[src/rtl/id_stage_ctrl.sv]
// IF/ID pipeline register with immediate-source decode and an illegal-opcode trap FSM.
// A trapping instruction is bubbled on entry so it can never raise a second trap.
module id_stage_ctrl #(
    parameter logic [31:0] NOP_INSTR = 32'h00000013
) (
    input  logic        clk,
    input  logic        rst,
    input  logic [31:0] InstrF,
    input  logic [31:0] PCF,
    input  logic        ValidF,
    input  logic        StallD,
    input  logic        FlushD,
    input  logic        TrapAck,
    output logic [31:0] InstrD,
    output logic [31:0] PCD,
    output logic        ValidD,
    output logic [24:0] ImmFieldD,
    output logic [1:0]  ImmSrcD,
    output logic        UTypeD,
    output logic        IllegalD,
    output logic        TrapReq,
    output logic [7:0]  IllegalCnt
);

    typedef enum logic {
        RUN  = 1'b0,
        TRAP = 1'b1
    } state_t;

    state_t state;
    state_t nextState;
    logic   trapEntry;

    assign trapEntry = (state == RUN) && IllegalD && !FlushD;

    always_ff @(posedge clk) begin
        if (rst) begin
            state <= RUN;
        end else begin
            state <= nextState;
        end
    end

    always_comb begin
        nextState = state;
        case (state)
            RUN:     if (trapEntry) nextState = TRAP;
            TRAP:    if (TrapAck) nextState = RUN;
            default: nextState = RUN;
        endcase
    end

    always_comb begin
        TrapReq = (state == TRAP);
    end

    // Bubble on trap entry as well as while trapped, so the offending instruction leaves D.
    always_ff @(posedge clk) begin
        if (rst || (state == TRAP) || FlushD || trapEntry) begin
            InstrD <= NOP_INSTR;
            PCD    <= 32'h0;
            ValidD <= 1'b0;
        end else if (!StallD) begin
            InstrD <= InstrF;
            PCD    <= PCF;
            ValidD <= ValidF;
        end
    end

    always_ff @(posedge clk) begin
        if (rst) begin
            IllegalCnt <= 8'h00;
        end else if (trapEntry && (IllegalCnt != 8'hFF)) begin
            IllegalCnt <= IllegalCnt + 8'h01;
        end
    end

    assign ImmFieldD = InstrD[31:7];

    // LUI/AUIPC build their immediate outside the extender, so ImmSrcD is a don't-care there.
    always_comb begin
        ImmSrcD  = 2'd0;
        UTypeD   = 1'b0;
        IllegalD = 1'b0;
        case (InstrD[6:0])
            7'b0000011,
            7'b0010011,
            7'b1100111: ImmSrcD = 2'd0;
            7'b0100011: ImmSrcD = 2'd1;
            7'b1100011: ImmSrcD = 2'd2;
            7'b1101111: ImmSrcD = 2'd3;
            7'b0110011: ImmSrcD = 2'd0;
            7'b0110111,
            7'b0010111: UTypeD = 1'b1;
            default:    IllegalD = ValidD;
        endcase
    end

endmodule

[config.mk]
export PLATFORM = sky130hd
export DESIGN_NAME = id_stage_ctrl
export DESIGN_NICKNAME = d
export VERILOG_FILES = /design/src/rtl/id_stage_ctrl.sv
export SDC_FILE = /design/constraint.sdc
export NUM_CORES = 1
export LEC_CHECK = 0
export ABC_AREA = 1
export BUFFER_PORTS_ARGS = -buffer_cell sky130_fd_sc_hd__buf_2
export CAP_MARGIN = 20
export CORE_MARGIN = 2
export CORE_UTILIZATION = 25
export CTS_CLUSTER_SIZE = 14
export DETAILED_ROUTE_END_ITERATION = 12
export GPL_TIMING_DRIVEN = 0
export HOLD_SLACK_MARGIN = 0.03
export PLACE_DENSITY = 0.49
export SLEW_MARGIN = 30
export SYNTH_ARGS = -nofsm -noshare
export SYNTH_HDL_FRONTEND = slang
export SYNTH_SLANG_ARGS = --single-unit
export TNS_END_PERCENT = 20
[constraint.sdc]
create_clock -name clk -period 2.95 [get_ports clk]
set_clock_uncertainty 0.05 [all_clocks]
set_input_delay 0.295 -clock clk [delete_from_list [all_inputs] [get_ports clk]]
set_output_delay 0.295 -clock clk [all_outputs]
set_load 0.01 [all_outputs]
==> metrics.md <==
| Metric | Value |
|---|---|
| Crit path kind | register to primary output |
| Setup violators final | 0 |
| Max Cap Violations | 0 |
| Mapped cell area | 0.00341 mm^2 |
| Vias/cell | 4.16 |
| CTS tree | done |
| Clock Path Buffers | 2 |
| First-pass GRT wire length | 15200 um |
| Fin crit share | 64.5% |
| Row Count | 42 |
| Seq cells post-synth | 74 |
| Routed met1 length | 4560 um |
| RSZ-0062 raised after global routing | no |
| Die Span Y | 121 um |
| # H-tree levels | 3 |
| CP cell instances | inv_1 > nand3_2 > inv_1 > nand2_1 > o21ai_2 > nor2_4 > buf_2 |
| Count leader, synth | nand2_1 |
| Dpl hpwl | 7100 um |
| Internal power | ~1.9 mW |
| Top_reg_cell synth | dfxtp_1 |
| Post-layout util | 36.0% |
| CP peak stage delay | approximately 0.35 ns |
| Final min period | 1.90 ns |
| Post-placement setup slack | 1.21 ns |
| Status | completed |
| GR Util All Layers | 13.4% |
| Final routed DRC violation total | 0 |
| Cells after Synth | between 400 and 500 |
| Wire per inst | approximately 13 um |
| Number of synthesized flops with an enable pin | 0 |
| Post-CTS Setup Inserts | 0 |
| Clock power share | 45.6% |
| Worst-path clk slew | 0.06 ns |
| Post-cts hold buffer count | 0 |
| Vias in the first global route | 3049 |
| Antenna viol nets, final | 0 |
| Layout cells sized above 1 | 48.7% |
| Clk Tree Root Cell | clkbuf_16 |
| Top cell family by delay on the critical path | simple AND/OR/NAND/NOR gates |
| GRT overflow | 0 |
| Hold WC Path Type | primary input to register |
| Clk_lat worst skew | 0.34 ns |
| Setup Total Neg Slack | 0 ns |
| P_leak | ~2.3 nW |
| Max VDD drop | 0.222 mV |
| Layout area overhead | 40.3% |
| Clk sinks | 74 |
| Switch Pwr | 597 uW |
| Worst path most repeated cell | inv_1 |
| Buf/Inv on CP | 3 |
| Largest net degree at the start of global routing | 12 |
| Highest metal used | met4 |
| Crit-path max FO | 9 |
| CTS resizes | 0 |
| Critical Path AT | 1.56 ns |
| Top-area cell type share of the netlist area | 43.4% |
| TritonCTS buffer count | 9 |
| Initial antenna violation count | 1 |
| Fillers | roughly 1400 |
| Routed length on met2 | 4110 um |
| Flop pwr share | 42.8% |
| Critical Path RT | between 2 and 3 ns |
| Final Routed Wirelength | around 9700 um |
| DR WL met3 | 798 um |
| Worst Setup Start Kind | register |
| Synth top cells by count | nand2_1 (155), dfxtp_1 (74), a21oi_2 (59) |
| Final Hold Vio Count | 0 |
| PwrDens | 512 mW/mm^2 |
| Routability cong. | slightly above 0.7 |
| Syn nets | 479 |
| Detailed Route Iter0 Violations | 97 |
| Synth area leaders | dfxtp_1 (43%), nand2_1 (17%), a21oi_2 (15%) |
| Worst Setup Slack, final | 1.05 ns |
| Slew @ Worst Pin | 0.507 ns |
| Register area share after synthesis | 43.4% |
| F_max | 526 MHz |
| Ys Warns | 0 |
| Post-synth cell types | 29 |
| Hold WS | 0.114 ns |
| Vias post-DR | roughly 3200 |
| Worst slew margin | 66.2% |
| Max-slew violations | 0 |
| Post-Syn Area per Cell | 8.37 um^2 |
| Switching share of power | 24.3% |
| Combinational Power Share | between 10 and 15% |
| Die area | 0.0146 mm^2 |
| Critical path's slowest cell | dfxtp_1 |
| I/O Buffers | 171 |
| CORE AREA | 0.0133 mm^2 |
| Die width | 121 um |
| IO Count | 173 |
| Leading area contributor after synthesis | dfxtp_1 |
| Nets@finish | approximately 660 |
| Starting density of the core | 25.7% |
| Total power draw | 2.45 mW |
| Detailed Routing Iterations Pass 1 | 4 |
| Asr flop ratio synth | 0% |
| CP endpoint kind | primary output |
-- final timing paths --
path,startpoint,depth (start not counted),slack (ns),to
max,InstrD[4],7,1.05,IllegalD
min,InstrF[1],3,0.11,InstrD[1]
max reg2reg,IllegalCnt[1],7,1.15,IllegalCnt[2]
min reg2reg,PCD[17],2,0.42,PCD[17]
-- layout make-up --
type / count / area (um^2) / share of cell area (%)
Clock inverter: 2 / 35.0 / 0.731
Buffer: 46 / 390 / 8.15
Multi-Input combinational cell: 271 / 1480 / 30.9
Clock buffer: 14 / 264 / 5.51
Inverter: 17 / 63.8 / 1.33
Antenna cell: 1 / 2.50 / 0.0522
Timing Repair Buffer: 171 / 856 / 17.9
Tap cell: 176 / 220 / 4.60
Sequential cell: 74 / 1480 / 30.9
-- flip-flops by register name (all words and copies together), names as in the netlist --
name and count:
InstrD 32, PCD 32, IllegalCnt 8, TrapReq 1
ValidD 1
-- through the flow --
stage / std cells / instance area (um^2)
after global placement: 755 / 4490
after detailed placement: 755 / 4490
final: 772 / 4790
after global routing: 772 / 4790
after floorplan: 408 / 3410
after CTS: 771 / 4790
-- cell usage in the layout, fill, tap and decap left out, types with 2 or more instances in the layout --
cell type and instances:
clkbuf_1 11, nand3_1 6, nand2_1 155, nor3_1 3
o21ai_0 3, a21oi_1 9, clkbuf_8 2, buf_12 6
xor2_1 4, nand2_2 2, dfxtp_1 74, buf_2 173
a21oi_2 59, nand3_2 2, clkbuf_16 9, nand4_1 7
inv_1 16, buf_4 26, nor2_1 11, dlygate4sd1_1 4
-- tightest hold or removal path: stages --
cell,delay (ns)
buf_2,0.07
nand2_1,0.04
nand3_1,0.06
-- power by group through the flow --
stage               Sequential [mW]  Clock (mW)  Combinational (mW)
finish                         1.05        1.12               0.285
global route                   1.05        1.20               0.316
floorplan                      1.08           0               0.158
detailed placement             1.07           0               0.289
CTS                            1.05        1.16               0.291
global placement               1.07           0               0.287
-- cells by family (layout without fill, tap and decap cells) --
logic type / Yosys count / in the layout / share of synthesized area (%)
compound gates: 74 / 74 / 17.8
xor+xnor: 4 / 4 / 1.03
fa+ha+maj: 1 / 1 / 0.366
buf+inv: 63 / 250 / 13.3
flops: 74 / 74 / 43.4
other cells: 0 / 1 / 0
simple gates: 192 / 192 / 24.1
-- metal layers --
metal / global-route usage [%] / vias up
met5: 0 / -
met1: 17.3 / 1438
li1: - / 1641
met2: 20.1 / 117
met4: 6.76 / 0
met3: 4.32 / 14
No activity file was read; power rests on OpenSTA's default activity.
